==> src/rtl/id_stage_if.sv <==
// Bundle of the decode stage's bus signals: the IF/ID inputs, the WB write
// port and the decoded control/operand outputs heading to ID/EX.
// The slave modport is the decode stage; the master modport is the surrounding pipeline.
interface id_stage_if #(
  parameter int DATA_W = 32
);
  logic [31:0]       instruction;
  logic [31:0]       pc_in;
  logic [3:0]        status;
  logic              hazard;
  logic              wb_wb_en;
  logic [3:0]        wb_dest;
  logic [DATA_W-1:0] wb_value;

  logic              wb_en;
  logic              mem_read;
  logic              mem_write;
  logic              b;
  logic              s;
  logic              imm;
  logic [3:0]        alu_command;
  logic [DATA_W-1:0] val_rn;
  logic [DATA_W-1:0] val_rm;
  logic [11:0]       shift_operand;
  logic [23:0]       signed_imm;
  logic [3:0]        dest;
  logic [3:0]        src1;
  logic [3:0]        src2;
  logic              two_src;
  logic [31:0]       pc_out;

  modport master (
    output instruction, pc_in, status, hazard, wb_wb_en, wb_dest, wb_value,
    input  wb_en, mem_read, mem_write, b, s, imm, alu_command, val_rn, val_rm,
           shift_operand, signed_imm, dest, src1, src2, two_src, pc_out
  );

  modport slave (
    input  instruction, pc_in, status, hazard, wb_wb_en, wb_dest, wb_value,
    output wb_en, mem_read, mem_write, b, s, imm, alu_command, val_rn, val_rm,
           shift_operand, signed_imm, dest, src1, src2, two_src, pc_out
  );
endinterface

==> src/rtl/id_stage.sv <==
// ARM instruction-decode stage: 16-entry register file written by WB,
// combinational field/control decode, condition-code evaluation and squash.
// Optional feature: define ID_REGFILE_BYPASS_EN to forward a same-cycle WB
// write to the read ports; otherwise reads return only the stored value.
module id_stage #(
  parameter int DATA_W    = 32,
  parameter int RST_INDEX = 1
) (
  input logic       clk,
  input logic       rst,
  id_stage_if.slave bus
);

  logic [DATA_W-1:0] regs [16];

  logic [3:0] cond;
  logic [1:0] mode;
  logic       i_bit;
  logic [3:0] op;
  logic       s_bit;
  logic [3:0] rn;
  logic [3:0] rd;
  logic [3:0] src2;

  logic       dec_wb_en;
  logic       dec_mem_read;
  logic       dec_mem_write;
  logic       dec_b;
  logic       dec_s;
  logic [3:0] dec_alu;

  logic       n_flag, z_flag, c_flag, v_flag;
  logic       cond_pass;
  logic       squash;

  logic [DATA_W-1:0] rd_rn;
  logic [DATA_W-1:0] rd_rm;

  assign cond  = bus.instruction[31:28];
  assign mode  = bus.instruction[27:26];
  assign i_bit = bus.instruction[25];
  assign op    = bus.instruction[24:21];
  assign s_bit = bus.instruction[20];
  assign rn    = bus.instruction[19:16];
  assign rd    = bus.instruction[15:12];

  // Register file: async reset to index or zero, write from WB on the clock edge.
  always_ff @(posedge clk or posedge rst) begin
    if (rst) begin
      for (int i = 0; i < 16; i++) begin
        regs[i] <= (RST_INDEX != 0) ? DATA_W'(i) : '0;
      end
    end else if (bus.wb_wb_en) begin
      regs[bus.wb_dest] <= bus.wb_value;
    end
  end

  // Decode mode/opcode into raw (unsquashed) control and ALU command.
  always_comb begin
    dec_wb_en     = 1'b0;
    dec_mem_read  = 1'b0;
    dec_mem_write = 1'b0;
    dec_b         = 1'b0;
    dec_s         = 1'b0;
    dec_alu       = 4'b0000;
    case (mode)
      2'b00: begin
        dec_wb_en = 1'b1;
        dec_s     = s_bit;
        case (op)
          4'b1101: dec_alu = 4'b0001;
          4'b1111: dec_alu = 4'b1001;
          4'b0100: dec_alu = 4'b0010;
          4'b0101: dec_alu = 4'b0011;
          4'b0010: dec_alu = 4'b0100;
          4'b0110: dec_alu = 4'b0101;
          4'b0000: dec_alu = 4'b0110;
          4'b1100: dec_alu = 4'b0111;
          4'b0001: dec_alu = 4'b1000;
          4'b1010: begin dec_alu = 4'b0100; dec_wb_en = 1'b0; end
          4'b1000: begin dec_alu = 4'b0110; dec_wb_en = 1'b0; end
          default: begin dec_wb_en = 1'b0; dec_s = 1'b0; end
        endcase
      end
      2'b01: begin
        dec_alu = 4'b0010;
        if (s_bit) begin
          dec_mem_read = 1'b1;
          dec_wb_en    = 1'b1;
        end else begin
          dec_mem_write = 1'b1;
        end
      end
      2'b10: begin
        dec_b = 1'b1;
      end
      default: ;
    endcase
  end

  assign n_flag = bus.status[3];
  assign z_flag = bus.status[2];
  assign c_flag = bus.status[1];
  assign v_flag = bus.status[0];

  // Evaluate the condition field against NZCV.
  always_comb begin
    cond_pass = 1'b0;
    case (cond)
      4'b0000: cond_pass = z_flag;
      4'b0001: cond_pass = ~z_flag;
      4'b0010: cond_pass = c_flag;
      4'b0011: cond_pass = ~c_flag;
      4'b0100: cond_pass = n_flag;
      4'b0101: cond_pass = ~n_flag;
      4'b0110: cond_pass = v_flag;
      4'b0111: cond_pass = ~v_flag;
      4'b1000: cond_pass = c_flag & ~z_flag;
      4'b1001: cond_pass = ~c_flag | z_flag;
      4'b1010: cond_pass = (n_flag == v_flag);
      4'b1011: cond_pass = (n_flag != v_flag);
      4'b1100: cond_pass = ~z_flag & (n_flag == v_flag);
      4'b1101: cond_pass = z_flag | (n_flag != v_flag);
      4'b1110: cond_pass = 1'b1;
      default: cond_pass = 1'b0;
    endcase
  end

  // Stores read Rd as the second operand so its data reaches memory.
  assign src2   = dec_mem_write ? rd : bus.instruction[3:0];
  assign squash = ~cond_pass | bus.hazard | rst;

  // Register read ports, optionally forwarding a same-cycle WB write.
  always_comb begin
    rd_rn = regs[rn];
    rd_rm = regs[src2];
`ifdef ID_REGFILE_BYPASS_EN
    if (bus.wb_wb_en && (bus.wb_dest == rn))   rd_rn = bus.wb_value;
    if (bus.wb_wb_en && (bus.wb_dest == src2)) rd_rm = bus.wb_value;
`endif
  end

  assign bus.wb_en         = dec_wb_en     & ~squash;
  assign bus.mem_read      = dec_mem_read  & ~squash;
  assign bus.mem_write     = dec_mem_write & ~squash;
  assign bus.b             = dec_b         & ~squash;
  assign bus.s             = dec_s         & ~squash;
  assign bus.imm           = i_bit;
  assign bus.alu_command   = dec_alu;
  assign bus.val_rn        = rd_rn;
  assign bus.val_rm        = rd_rm;
  assign bus.shift_operand = bus.instruction[11:0];
  assign bus.signed_imm    = bus.instruction[23:0];
  assign bus.dest          = rd;
  assign bus.src1          = rn;
  assign bus.src2          = src2;
  assign bus.two_src       = ((mode == 2'b00) & ~i_bit) | dec_mem_write;
  assign bus.pc_out        = bus.pc_in;

endmodule
==> src/flat_wrapper.sv <==
// flat-port wrapper written by rule: the top's interface ports become plain ports
module id_stage_flat 
#(
  parameter int DATA_W    = 32,
  parameter int RST_INDEX = 1
)
  (clk, rst, bus_instruction, bus_pc_in, bus_status, bus_hazard, bus_wb_wb_en, bus_wb_dest, bus_wb_value, bus_wb_en, bus_mem_read, bus_mem_write, bus_b, bus_s, bus_imm, bus_alu_command, bus_val_rn, bus_val_rm, bus_shift_operand, bus_signed_imm, bus_dest, bus_src1, bus_src2, bus_two_src, bus_pc_out);
  id_stage_if #(.DATA_W(DATA_W)) bus_i ();
  input logic clk;
  input logic rst;
  input wire logic [$bits(bus_i.instruction)-1:0] bus_instruction;
  input wire logic [$bits(bus_i.pc_in)-1:0] bus_pc_in;
  input wire logic [$bits(bus_i.status)-1:0] bus_status;
  input wire logic [$bits(bus_i.hazard)-1:0] bus_hazard;
  input wire logic [$bits(bus_i.wb_wb_en)-1:0] bus_wb_wb_en;
  input wire logic [$bits(bus_i.wb_dest)-1:0] bus_wb_dest;
  input wire logic [$bits(bus_i.wb_value)-1:0] bus_wb_value;
  output wire logic [$bits(bus_i.wb_en)-1:0] bus_wb_en;
  output wire logic [$bits(bus_i.mem_read)-1:0] bus_mem_read;
  output wire logic [$bits(bus_i.mem_write)-1:0] bus_mem_write;
  output wire logic [$bits(bus_i.b)-1:0] bus_b;
  output wire logic [$bits(bus_i.s)-1:0] bus_s;
  output wire logic [$bits(bus_i.imm)-1:0] bus_imm;
  output wire logic [$bits(bus_i.alu_command)-1:0] bus_alu_command;
  output wire logic [$bits(bus_i.val_rn)-1:0] bus_val_rn;
  output wire logic [$bits(bus_i.val_rm)-1:0] bus_val_rm;
  output wire logic [$bits(bus_i.shift_operand)-1:0] bus_shift_operand;
  output wire logic [$bits(bus_i.signed_imm)-1:0] bus_signed_imm;
  output wire logic [$bits(bus_i.dest)-1:0] bus_dest;
  output wire logic [$bits(bus_i.src1)-1:0] bus_src1;
  output wire logic [$bits(bus_i.src2)-1:0] bus_src2;
  output wire logic [$bits(bus_i.two_src)-1:0] bus_two_src;
  output wire logic [$bits(bus_i.pc_out)-1:0] bus_pc_out;
  assign bus_i.instruction = bus_instruction;
  assign bus_i.pc_in = bus_pc_in;
  assign bus_i.status = bus_status;
  assign bus_i.hazard = bus_hazard;
  assign bus_i.wb_wb_en = bus_wb_wb_en;
  assign bus_i.wb_dest = bus_wb_dest;
  assign bus_i.wb_value = bus_wb_value;
  assign bus_wb_en = bus_i.wb_en;
  assign bus_mem_read = bus_i.mem_read;
  assign bus_mem_write = bus_i.mem_write;
  assign bus_b = bus_i.b;
  assign bus_s = bus_i.s;
  assign bus_imm = bus_i.imm;
  assign bus_alu_command = bus_i.alu_command;
  assign bus_val_rn = bus_i.val_rn;
  assign bus_val_rm = bus_i.val_rm;
  assign bus_shift_operand = bus_i.shift_operand;
  assign bus_signed_imm = bus_i.signed_imm;
  assign bus_dest = bus_i.dest;
  assign bus_src1 = bus_i.src1;
  assign bus_src2 = bus_i.src2;
  assign bus_two_src = bus_i.two_src;
  assign bus_pc_out = bus_i.pc_out;
  id_stage #(.DATA_W(DATA_W), .RST_INDEX(RST_INDEX)) u_core (.clk(clk), .rst(rst), .bus(bus_i));
endmodule
==> config.mk <==
export PLATFORM = sky130hd
export DESIGN_NAME = id_stage_flat
export DESIGN_NICKNAME = d
export VERILOG_FILES = /design/src/rtl/id_stage_if.sv /design/src/rtl/id_stage.sv /design/src/flat_wrapper.sv
export SDC_FILE = /design/constraint.sdc
export NUM_CORES = 1
export LEC_CHECK = 0
export CAP_MARGIN = 20
export CORE_MARGIN = 2
export CORE_UTILIZATION = 64
export DETAILED_ROUTE_END_ITERATION = 8
export GPL_TIMING_DRIVEN = 0
export PLACE_DENSITY = 0.95
export SYNTH_ARGS = -nofsm -noshare
export SYNTH_HDL_FRONTEND = slang
export SYNTH_SLANG_ARGS = --single-unit
==> constraint.sdc <==
create_clock -name clk -period 27.3 [get_ports clk]
set_input_delay 5.46 -clock clk [delete_from_list [all_inputs] [get_ports clk]]
set_output_delay 5.46 -clock clk [all_outputs]
set_load 0.005 [all_outputs]
==> results by group <==
Power and ir drop
  – Leak: between 0.01 and 0.015 µW
  – Pwr dens: 73.6 nW/µm²
  – Internal power: roughly 1900 µW
  – VDD IR max: 0.0637 mV
  – NetSw: 821 µW
  – Switching Share: 30.3%
  – Clock power frac: 29.4%
  – Overall Power: 2710 µW
  – Part of the power in registers: approximately two fifths
  – Power share of the combinational group: 28.8%

Timing
  – Setup TNS: 0 ps
  – RSZ-0062 raised after global routing: no
  – Hold slack: roughly 530 ps
  – Min Tclk post-route: 14860 ps
  – Final period utilization: 54.4%
  – Clk_skew: 0 ps
  – Fmax: 0.0673 GHz
  – Final hold viol count: 0
  – Worst-margin pin slew: 1290 ps
  – Max-slew headroom: 14.2%
  – Setup ws final: 12440 ps
  – Final slew viol count: 0
  – Setup violations, final: 0

Worst hold path
  – Hold Path Cell Cnt: 1
  – Worst Hold Class: flop to flop
  – Hold path startpoint: u_core.regs[452]$_DFFE_PP0P_
  – Hold Crit Endpoint: u_core.regs[452]$_DFFE_PP0P_

Worst setup path
  – Crit Path Category: input port to primary output
  – Setup slack, reg-to-reg: ~26000 ps
  – Slowest stage cell, crit path: clkbuf_1
  – Worst R2R Path Depth: 1
  – Reg-to-Reg End: u_core.regs[120]$_DFFE_PP0P_
  – CP required: 21840 ps
  – Max incr delay on CP: between 800 and 900 ps
  – Critical Path AT: 9400 ps
  – Crit path max fanout: 10
  – CP Capture Type: primary output
  – Worst flop-to-flop path startpoint: u_core.regs[120]$_DFFE_PP0P_
  – Crit path cell chain: clkdlybuf4s50_1 > nand4bb_1 > clkbuf_1 > clkbuf_1 > o22ai_1 > o41ai_1 > clkdlybuf4s50_1
  – Bufs and invs on worst path: 4
  – CP Launch Type: input port
  – Cell family with most CP delay: buffers and inverters

Final layout
  – Number of flip-flops in the largest register: 512
  – Final design utilization: 75.2%
  – NumNets Final: 2514
  – Commonest non-fill, non-tap cell in the layout: mux2_2
  – Most flops, register: u_core.regs
  – Biggest regs: u_core.regs: 512 flops
  – Synth-to-layout area growth: 15.8%
  – Most frequent cells in the layout: mux2_2 (567), dfrtp_1 (480), mux4_2 (352), clkdlybuf4s50_1 (210), clkbuf_1 (120)
  – Layout cells sized above 1: 52.5%

Global route
  – Overall routing resource usage: 42.5%
  – Antenna violations before repair: 2
  – Largest net degree at the start of global routing: 133
  – Vias in the first global route: between 20000 and 30000
  – Congestion Overflow GR: 0
  – First-pass GRT wire length: ~160000 µm

Place
  – Setup WS pre-CTS: between 10000 and 15000 ps
  – GPL Wtd Cong: between 0.9 and 1
  – HPWL after DPL: 69300 µm
  – Port Buf Inserts: 210

Route
  – DRC: 0
  – Vias/cell: 7.83
  – Post-route ant nets: 0
  – Via count: 24400
  – First-pass DRT Iterations: 6
  – Drt initial violations: 3691
  – WL final: 107000 µm
  – DR WL/cell: 34.5 µm

Job
  – MaxCap Viol Count: 0

Yosys
  – Post-synth EDFFs: 0
  – Avg Cell Area, Syn: 14.9 µm²
  – Register area share after synthesis: 40.4%
  – Yosys warning total: 0
  – Area contributors post-synth: dfrtp_1 (38%), mux4_2 (25%), mux2_2 (20%)
  – FF+latch count, synth: 512
  – Top_reg_cell synth: dfrtp_1
  – Mapped Cells: between 2000 and 2500
  – Post-Syn Area: ~32000 µm²
  – Synth Net Count: 2236
  – Post-synth top area share: between 30% and 40%
  – Yosys cell types: 52
  – Async S/R FF share, synth: 100%
  – Area leader, netlist: dfrtp_1

CTS
  – CTS tree: yes
  – Num CTS Buffers: 54
  – CTS clk-pin slew, worst paths: around 60 ps
  – Hold Buf Count CTS: 0
  – Clock Path Buffers: 3
  – Clock root buffer: clkbuf_16
  – Post-CTS Setup Bufs: 0
  – Sink Count: roughly 510
  – H-tree Lvls: 2
  – # resized after CTS: 0
  – Clk_lat worst skew: 630 ps

Status
  – Status: finished clean

Floorplan
  – # IOs: approximately 260
  – Chip height: 227 µm
  – Core footprint: 49000 µm²
  – Initial Util: 64.9%
  – Die Wd: between 200 and 250 µm
  – Die area: approximately 51000 µm²
  – FP Rows: 81
## power by group through the flow
stage	Sequential, µW	Clock (µW)	Combinational [µW]
finish	1130	796	780
global route	1150	822	810
CTS	1120	788	765
detailed placement	1120	0	753
global placement	1090	0	718
floorplan	1060	0	551
## synth_stat cells, types with 5 or more instances
cell type  number
a211oi_2       30
a311o_1        32
and2_1         31
buf_1          29
buf_2          61
buf_4          88
buf_6          10
clkbuf_1      114
dfrtp_1       480
dfstp_2        32
mux2_1          9
mux2_2        567
mux4_2        352
nand2_1        70
nand2b_1        7
nor2_1         19
nor2b_1         5
o22ai_1        97
o41ai_2        30
or3_1           5
## per-stage QoR
step / std cells / cell area, µm²
finish: 3113 / 36800
global placement: 3002 / 34700
CTS: 3104 / 36700
floorplan: 2128 / 31800
global route: 3113 / 36800
detailed placement: 3006 / 34800
## worst max path at each step
| stage | cells past startpoint | to | slack (ps) | start |
|---|---|---|---|---|
| floorplan | 1 | u_core.regs[100]$_DFFE_PP0P_ | 7590 | rst |
| global placement | 2 | u_core.regs[143]$_DFFE_PP0P_ | 2410 | rst |
| detailed placement | 7 | bus_val_rm[0] | 12850 | bus_instruction[20] |
| CTS | 8 | bus_val_rm[11] | 12750 | bus_instruction[15] |
| global route | 7 | bus_val_rm[31] | 12520 | bus_instruction[20] |
| finish | 7 | bus_val_rm[31] | 12440 | bus_instruction[15] |
## layout make-up
type	instances	area, µm²
Timing Repair Buffer	222	2320
Fill cell	2754	12100
Multi-Input combinational cell	1308	17300
Antenna cell	1	2.50
Sequential cell	512	12900
Clock buffer	71	1540
Tap cell	664	831
Clock inverter	27	337
Inverter	6	30.0
Buffer	302	1620
## metal layers
metal  global-route usage [%]  up-vias  part of all wire, %
met5                    0.782        -                0.026
met3                     16.6      753                   15
li1                         -     8961                    -
met1                     51.2    12200                   32
met4                     29.8        2                  8.4
met2                     62.9     2459                   45
## cell families after synthesis
| group | synth area share, % |
|---|---|
| and+or+nand+nor | 2.52 |
| muxes | 45.6 |
| DFF | 40.4 |
| AOI/OAI and AO/OA | 6.17 |
| buffers and inverters | 5.15 |
| xor gates and xnor gates | 0.110 |
Note: power is estimated with default switching activity, not from simulation.
